===== src/rtl/memory_dumper_pkg.sv =====
// Shared sizes, trit encoding and dumper state encoding for the memory dumper.
// Latency: none (definitions only).
// Backpressure: not applicable.
package memory_dumper_pkg;

  localparam int WORD_SIZE     = 9;
  localparam int MEM_ADDR_SIZE = 9;

  // Balanced-ternary trit encoding; 2'b11 is not a legal trit.
  localparam logic [1:0] TRIT_ZERO = 2'b00;
  localparam logic [1:0] TRIT_POS  = 2'b01;
  localparam logic [1:0] TRIT_NEG  = 2'b10;

  typedef enum logic [2:0] {
    DUMP_IDLE   = 3'd0,
    DUMP_READ   = 3'd1,
    DUMP_WAIT   = 3'd2,
    DUMP_HOLD   = 3'd3,
    DUMP_FINISH = 3'd4
  } dump_state_t;

endpackage


===== src/rtl/memory_dumper_ternary_incrementer.sv =====
// Combinational balanced-ternary +1 over NUM_TRITS trits, trit 0 in bits [1:0].
// Latency: zero cycles (pure combinational).
// Backpressure: none; output follows input.
module ternary_incrementer #(
  parameter int NUM_TRITS = 9
) (
  input  logic [2*NUM_TRITS-1:0] in_value,
  output logic [2*NUM_TRITS-1:0] out_value,
  output logic                   carry_out
);
  import memory_dumper_pkg::*;

  // Ripple a +1 from the least significant trit; POS rolls to NEG and carries.
  always_comb begin
    logic carry;
    carry     = 1'b1;
    out_value = in_value;
    for (int i = 0; i < NUM_TRITS; i++) begin
      if (carry) begin
        unique case (in_value[2*i +: 2])
          TRIT_NEG: begin
            out_value[2*i +: 2] = TRIT_ZERO;
            carry               = 1'b0;
          end
          TRIT_ZERO: begin
            out_value[2*i +: 2] = TRIT_POS;
            carry               = 1'b0;
          end
          TRIT_POS: begin
            out_value[2*i +: 2] = TRIT_NEG;
            carry               = 1'b1;
          end
          default: begin
            // Illegal trit: leave it alone and stop propagating.
            carry = 1'b0;
          end
        endcase
      end
    end
    carry_out = carry;
  end

endmodule


===== src/rtl/memory_dumper.sv =====
// Reads an inclusive ternary address range from RAM and streams each word out.
// Latency: first out_valid 3 cycles after start_dump; at best 1 word per 3 cycles.
// Backpressure: holds out_* stable while out_ready is low; no RAM reads while held.
module memory_dumper #(
  parameter int WORD_SIZE     = memory_dumper_pkg::WORD_SIZE,
  parameter int MEM_ADDR_SIZE = memory_dumper_pkg::MEM_ADDR_SIZE
) (
  input  logic                       clock,
  input  logic                       reset,
  input  logic                       start_dump,
  input  logic [2*MEM_ADDR_SIZE-1:0] start_addr,
  input  logic [2*MEM_ADDR_SIZE-1:0] end_addr,
  output logic [2*MEM_ADDR_SIZE-1:0] mem_addr,
  output logic                       mem_read,
  input  logic [2*WORD_SIZE-1:0]     mem_read_data,
  output logic                       out_valid,
  input  logic                       out_ready,
  output logic [2*WORD_SIZE-1:0]     out_data,
  output logic [2*MEM_ADDR_SIZE-1:0] out_addr,
  output logic                       out_last,
  output logic                       busy,
  output logic                       done
);
  import memory_dumper_pkg::*;

  localparam int AW = 2*MEM_ADDR_SIZE;
  localparam int DW = 2*WORD_SIZE;

  dump_state_t   state_q, state_d;
  logic [AW-1:0] cur_addr_q, cur_addr_d;
  logic [AW-1:0] end_addr_q, end_addr_d;
  logic [DW-1:0] out_data_q, out_data_d;
  logic [AW-1:0] out_addr_q, out_addr_d;
  logic          out_valid_q, out_valid_d;
  logic          out_last_q, out_last_d;
  logic [AW-1:0] next_addr;
  logic          inc_carry_unused;

  ternary_incrementer #(
    .NUM_TRITS (MEM_ADDR_SIZE)
  ) u_addr_inc (
    .in_value  (cur_addr_q),
    .out_value (next_addr),
    .carry_out (inc_carry_unused)
  );

  // State and datapath registers; reset aborts any dump in flight.
  always_ff @(posedge clock or posedge reset) begin
    if (reset) begin
      state_q     <= DUMP_IDLE;
      cur_addr_q  <= '0;
      end_addr_q  <= '0;
      out_data_q  <= '0;
      out_addr_q  <= '0;
      out_valid_q <= 1'b0;
      out_last_q  <= 1'b0;
    end else begin
      state_q     <= state_d;
      cur_addr_q  <= cur_addr_d;
      end_addr_q  <= end_addr_d;
      out_data_q  <= out_data_d;
      out_addr_q  <= out_addr_d;
      out_valid_q <= out_valid_d;
      out_last_q  <= out_last_d;
    end
  end

  // Next-state and datapath updates: latch range, capture word, step address.
  always_comb begin
    state_d     = state_q;
    cur_addr_d  = cur_addr_q;
    end_addr_d  = end_addr_q;
    out_data_d  = out_data_q;
    out_addr_d  = out_addr_q;
    out_valid_d = out_valid_q;
    out_last_d  = out_last_q;
    unique case (state_q)
      DUMP_IDLE: begin
        if (start_dump) begin
          cur_addr_d = start_addr;
          end_addr_d = end_addr;
          state_d    = DUMP_READ;
        end
      end
      DUMP_READ: begin
        state_d = DUMP_WAIT;
      end
      DUMP_WAIT: begin
        // RAM data is valid now, one cycle after the read strobe.
        out_data_d  = mem_read_data;
        out_addr_d  = cur_addr_q;
        out_valid_d = 1'b1;
        out_last_d  = (cur_addr_q == end_addr_q);
        state_d     = DUMP_HOLD;
      end
      DUMP_HOLD: begin
        if (out_ready) begin
          out_valid_d = 1'b0;
          out_last_d  = 1'b0;
          if (out_last_q) begin
            state_d = DUMP_FINISH;
          end else begin
            cur_addr_d = next_addr;
            state_d    = DUMP_READ;
          end
        end
      end
      DUMP_FINISH: begin
        state_d = DUMP_IDLE;
      end
      default: begin
        state_d = DUMP_IDLE;
      end
    endcase
  end

  // Outputs: strobes decoded from state, stream fields straight from registers.
  always_comb begin
    mem_addr  = cur_addr_q;
    mem_read  = (state_q == DUMP_READ);
    busy      = (state_q != DUMP_IDLE);
    done      = (state_q == DUMP_FINISH);
    out_valid = out_valid_q;
    out_data  = out_data_q;
    out_addr  = out_addr_q;
    out_last  = out_last_q;
  end

endmodule


===== config.mk =====
export PLATFORM = sky130hd
export DESIGN_NAME = memory_dumper
export DESIGN_NICKNAME = d
export VERILOG_FILES = /design/src/rtl/memory_dumper_pkg.sv /design/src/rtl/memory_dumper_ternary_incrementer.sv /design/src/rtl/memory_dumper.sv
export SDC_FILE = /design/constraint.sdc
export NUM_CORES = 1
export LEC_CHECK = 0
export ABC_AREA = 1
export BUFFER_PORTS_ARGS = -buffer_cell sky130_fd_sc_hd__buf_2
export CAP_MARGIN = 20
export CORE_UTILIZATION = 46
export DETAILED_ROUTE_END_ITERATION = 12
export PLACE_DENSITY = 0.8
export SLEW_MARGIN = 25
export SYNTH_ARGS = -nofsm -noshare
export SYNTH_HDL_FRONTEND = slang
export SYNTH_SLANG_ARGS = --single-unit

===== constraint.sdc =====
create_clock -name clock -period 2.19 [get_ports clock]
set_clock_uncertainty 0.1 [all_clocks]
set_input_delay 0.219 -clock clock [delete_from_list [all_inputs] [get_ports clock]]
set_output_delay 0.219 -clock clock [all_outputs]
set_load 0.005 [all_outputs]

# Word level (Yosys, flattened, before mapping)
# Cells that the tools add are included.
[totals]
register_bits = 77
inputBits = 58
output_inout_bits = 59
word_cells = 126
[classes]
n_eq_ne = 43
muxes = 43
n_reduce_logical = 25
[op_table]
columns = ["op", "n"]
rows = [
  ["18-bit two-way mux", 3],
  ["2-bit one-hot mux with 3 select lines", 9],
  ["6-bit AND reduction", 8],
  ["4-bit by 1-bit != test with 1-bit output (second input constant)", 9],
  ["18-bit one-hot mux with 2 select lines", 1],
  ["18-bit equality test", 1],
  ["2-bit by 1-bit equality test with 1-bit output (second input constant)", 9],
  ["2-bit equality test (second input constant)", 9],
  ["2-bit zero test", 9],
  ["1-bit two-way mux", 16],
  ["2-bit two-way mux", 8],
  ["2-bit by 1-bit != test with 1-bit output (second input constant)", 8],
  ["3-bit one-hot mux with 4 select lines", 1],
  ["3-bit two-way mux", 3],
  ["3-bit by 2-bit equality test with 1-bit output (second input constant)", 2],
  ["2-bit != test (second input constant)", 3],
  ["2-bit AND reduction", 3],
  ["5-bit AND reduction", 1],
  ["1-bit one-hot mux with 2 select lines", 2],
  ["2-bit nonzero test", 2],
  ["3-bit by 1-bit equality test with 1-bit output (second input constant)", 1],
  ["3-bit equality test (second input constant)", 1],
  ["3-bit zero test", 1],
  ["3-bit nonzero test", 1],
]

# Logic depth before layout (Yosys ltp)
[logic_depth]
ltp_word = 13
depth_mapped = 10

# By module
# A second synthesis with hierarchy kept.
[hier_totals]
cells_unflattened = 509
hier_area_um2 = 4001.3
[by_module_without_submodules]
columns = ["module", "n_inst", "cells_each", "area_each_um2", "seq_area_each_um2"]
rows = [
  ["memory_dumper", 1, 433, 3534.6, 1926.8],
  ["ternary_incrementer", 1, 76, 466.7, 0.0],
]

# Least setup slack after synthesis
# No wires, ideal clock.
[synth_path]
kind = "flip-flop to flip-flop"
from = "register cur_addr_q[6], in the netlist mem_addr[6]"
to = "register cur_addr_q[7], in the netlist mem_addr[7]"
setup_ns = 0.127
arrival_ns = 1.270
required_ns = 1.963
slack_ns = 0.693
stages_incl_launch_ff = 8
path_buffers = 0
period_less_slack_ns = 1.497
cell_sequence = "dfrtp_1 > inv_1 > ha_1 > or2_2 > nand2_1 > nand2_1 > nand2_1 > o21ai_0"
[synth_via]
elab_chain_len = 6
[synth_rtl]
columns = ["item", "line_no", "source"]
rows = [
  ["start, declared", "memory_dumper.sv:30", "logic [AW-1:0] cur_addr_q, cur_addr_d;"],
  ["start signal, assigned", "memory_dumper.sv:59", "cur_addr_q <= cur_addr_d;"],
  ["2-bit by 1-bit equality test with 1-bit output, or another cell as far along", "memory_dumper_ternary_incrementer.sv:20", "unique case (in_value[2*i +: 2])"],
  ["2-bit one-hot mux with 3 select lines", "memory_dumper_ternary_incrementer.sv:20", ""],
  ["2-bit two-way mux", "memory_dumper_ternary_incrementer.sv:19", "if (carry) begin"],
  ["18-bit two-way mux", "memory_dumper.sv:100", "if (out_last_q) begin"],
  ["18-bit two-way mux", "memory_dumper.sv:97", "if (out_ready) begin"],
  ["18-bit one-hot mux with 2 select lines", "memory_dumper.sv:77", "unique case (state_q)"],
]
# Parallel ways exist; a longest one is shown, timed or not. The select of a mux whose other input is x is not followed.
# A chain may end at the register's enable or synchronous reset.

# Worst setup path after layout
[layout_path]
from = "register cur_addr_q[1], in the netlist mem_addr[1]"
to = "register cur_addr_q[14], in the netlist mem_addr[14]"
[layout_via]
elab_chain_len = 10
[layout_rtl]
columns = ["item", "line_no"]
rows = [
  ["2-bit by 1-bit equality test with 1-bit output", "memory_dumper_ternary_incrementer.sv:20"],
  ["1-bit two-way mux", "memory_dumper_ternary_incrementer.sv:20"],
  ["1-bit two-way mux (6 in series)", "memory_dumper_ternary_incrementer.sv:19"],
  ["2-bit by 1-bit != test with 1-bit output (no line)", "-"],
  ["6-bit AND reduction (no line)", "-"],
]
# No other way between the ends.

==> impl_metrics.py <==
metrics = {
    "floorplanning": {
        "dieArea_um2": 8075,
        "initial_utilization": 0.4818,
        "die_w_um": 89.86,
        "die_height_um": 89.86,
        "std_cell_rows": 31,
        "io_pins": 117,
        "core_area_um2": 7370,
    },
    "grt": {
        "grt_start_max_net_pins": 78,
        "grt_antenna_before_repair": 0,
        "first_global_vias": 3132,
        "global_route.overflow_total": 0,
        "wire_length_of_the_first_global_routing_pass_um": 14680,
        "groute.usage.overall": 0.2303,
    },
    "drt": {
        "route.detailed.wl_per_inst_um": 13.69,
        "post_drt_via_cell_ratio": 4.983,
        "drc_errors": 0,
        "drt_pre_antenna_iters": 4,
        "final_antenna_net_count": 0,
        "routed-via-count": 3244,
        "initialDrtViolationCount": 171,
        "wl_um": 8910,
    },
    "layout": {
        "multi_input_area_um2": 1468,
        "syn2layout_area_growth_pct": 36.82,
        "fin_nets": 607,
        "final_layout_size_suffix_gt1_frac": 0.3043,
        "seq_area_um2": 1927,
        "num-fill-cells": 603,
        "n_antenna_cell": 0,
    },
    "clock_tree": {
        "max-clock-path-buffers": 2,
        "clock_tree_from_tritoncts": "done",
        "clock_latency_ps": 350,
        "path_clk_slew_ps": 80,
        "cts_resized": 0,
        "post-cts-setup-buffers": 0,
        "cts_sinks": 77,
        "count_of_h_tree_levels_built_during_cts": 3,
        "clockRootBuffer": "clkbuf_8",
        "numCtsBuffers": 9,
        "holdBufCountCts": 35,
    },
    "hold_path": {
        "min_path_type": "input port to register",
    },
    "logic_synthesis": {
        "async_flop_share": 1.000,
        "syn-mean-instance-area_um2": 9.082,
        "synth_seq_area_share": 0.5426,
        "yosys_most_used_dff": "dfrtp_1",
        "synth_cells": 391,
        "synth_enable_flop_cells": 0,
        "synth.ff_latch_count": 77,
        "distinct_cells_synth": 31,
        "synth_area_um2": 3551,
        "yosysWarnings": 0,
        "number_of_nets_produced_by_synthesis": 451,
    },
    "power": {
        "finalPower_mw": 7.126,
        "cellLeakagePower_nw": 2.486,
        "power-per-cell-area_nw_per_um2": 1467,
        "peakVddDrop_mv": 0.6879,
    },
    "setup_path": {
        "worst_setup_path_end_kind": "register",
        "crit_arrival_ps": 1930,
        "critical_path_required_ps": 2340,
        "critical_path.startpoint_type": "register",
        "worstPathCellList": "inv_1 > nand2_1 > nor2_1 > nand4_1 > nor2_1 > nand2_1 > nand2_1 > nand3_1 > nand2_1 > nand2_1",
        "r2r_slack_ps": 420,
        "critical_path.max_stage_delay_ps": 450,
        "crit_type": "register to register",
        "critPathMaxFanout": 4,
        "most_common_cell_type_on_the_critical_path": "nand2_1",
        "crit_family": "simple AND/OR/NAND/NOR gates",
        "timing.critical_path.buf_inv": 1,
        "crit_slowest_cell": "dfrtp_1",
    },
    "sta": {
        "final.hold.worst_slack_ps": 15.00,
        "max_slew.worst_pin.slew_ps": 804.2,
        "final-hold-violation-count": 0,
        "grt_setup_unrepaired": "false",
        "timing.setup.tns_ps": 0,
        "slew_viol_final": 0,
        "period_minus_slack_ps": 1771,
        "worst_slew_margin_rel": 0.4631,
        "final_worst_slack_ps": 418.7,
        "achievable-frequency_mhz": 564.5,
        "share_of_the_clock_period_used_by_the_worst_path_after_layout": 0.8088,
        "setup_viol": 0,
    },
    "placement": {
        "place_ws_ps": 450.2,
        "io_buffer_count": 116,
        "globalplace.congestion": 0.8435,
        "detailedPlacementHpwl_um": 6135,
    },
    "status": {
        "status": "completed",
    },
    "run": {
        "maxCapViolCount": 0,
    },
}
logic make-up after synthesis:
group	after synthesis	synth area share
AOI/OAI and AO/OA	62	0.09443
and+or+nand+nor	173	0.2047
adders and majority gates	2	0.007046
xor gates and xnor gates	18	0.04440
DFF	77	0.5426
muxes	20	0.06272
buffers and inverters	39	0.04405
Yosys cell counts, types with 2 or more instances:
| master | number | area share |
|---|---|---|
| a21oi_1 | 4 | 0.0056 |
| buf_2 | 2 | 0.0028 |
| clkbuf_1 | 9 | 0.0095 |
| dfrtp_1 | 77 | 0.54 |
| ha_1 | 2 | 0.0070 |
| inv_1 | 24 | 0.025 |
| inv_2 | 3 | 0.0032 |
| mux2_2 | 18 | 0.057 |
| mux2i_1 | 2 | 0.0056 |
| nand2_1 | 126 | 0.13 |
| nand3_1 | 11 | 0.016 |
| nand3_2 | 3 | 0.0085 |
| nand4_1 | 6 | 0.011 |
| nor2_1 | 21 | 0.022 |
| o21a_1 | 2 | 0.0042 |
| o21ai_0 | 41 | 0.058 |
| o21ai_1 | 7 | 0.0099 |
| o22ai_1 | 2 | 0.0035 |
| o31ai_1 | 3 | 0.0063 |
| xnor2_1 | 14 | 0.035 |
| xor2_1 | 4 | 0.0099 |
per-layer routing:
metal,routed length (um),track usage,part of all wire,vias to the layer above
li1,-,-,-,1585
met1,4046,0.3008,0.45,1516
met2,4169,0.3795,0.47,121
met3,491,0.03976,0.055,22
met4,202,0.09946,0.023,0
met5,0,0,0,-
report_power, final:
group          total, mW  internal (mW)  switching (mW)
sequential          2.70           2.11           0.595
clock               1.31          0.762           0.550
combinational       3.11           1.40            1.71
total               7.13           4.27            2.86
cell usage in the layout (no fill, tap or decap), types with 6 or more instances in the layout:
master / instances
nand2_1: 126
buf_2: 116
dfrtp_1: 77
o21ai_0: 41
dlygate4sd3_1: 35
inv_1: 23
nor2_1: 21
mux2_2: 18
xnor2_1: 14
nand3_1: 11
clkbuf_8: 9
o21ai_1: 7
nand4_1: 6
layout make-up:
cell class | count | share of cell area
repair buffers | 157 | 0.2035
flip-flops and latches | 77 | 0.3966
well taps | 99 | 0.02550
clock inverters | 7 | 0.02524
inverters | 27 | 0.02163
multi-input cells | 275 | 0.3021
clock buffers | 9 | 0.02550
through the flow:
step                std cells    util  area, um^2
finish                    651  0.6593        4858
global route              651  0.6593        4858
CTS                       651  0.6593        4858
detailed placement        600  0.5783        4262
global placement          600  0.5783        4262
floorplan                 391       -        3555
flip-flops by register name, indices dropped and copies added (netlist names):
register / cells
end_addr_q: 18
mem_addr: 18
out_addr: 18
out_data: 18
state_q: 3
out_last: 1
out_valid: 1
final timing paths:
check | cells after the start | from | endpoint
setup / recovery | 10 | mem_addr[1] | mem_addr[14]
min in group asynchronous | 4 | reset | out_addr[3]
setup reg to reg | 10 | mem_addr[1] | mem_addr[14]
max in group asynchronous | 4 | reset | out_addr[17]
hold reg to reg | 2 | out_addr[9] | out_addr[9]
hold / removal | 2 | end_addr[1] | end_addr_q[1]
No activity file was read; power rests on OpenSTA's default activity.
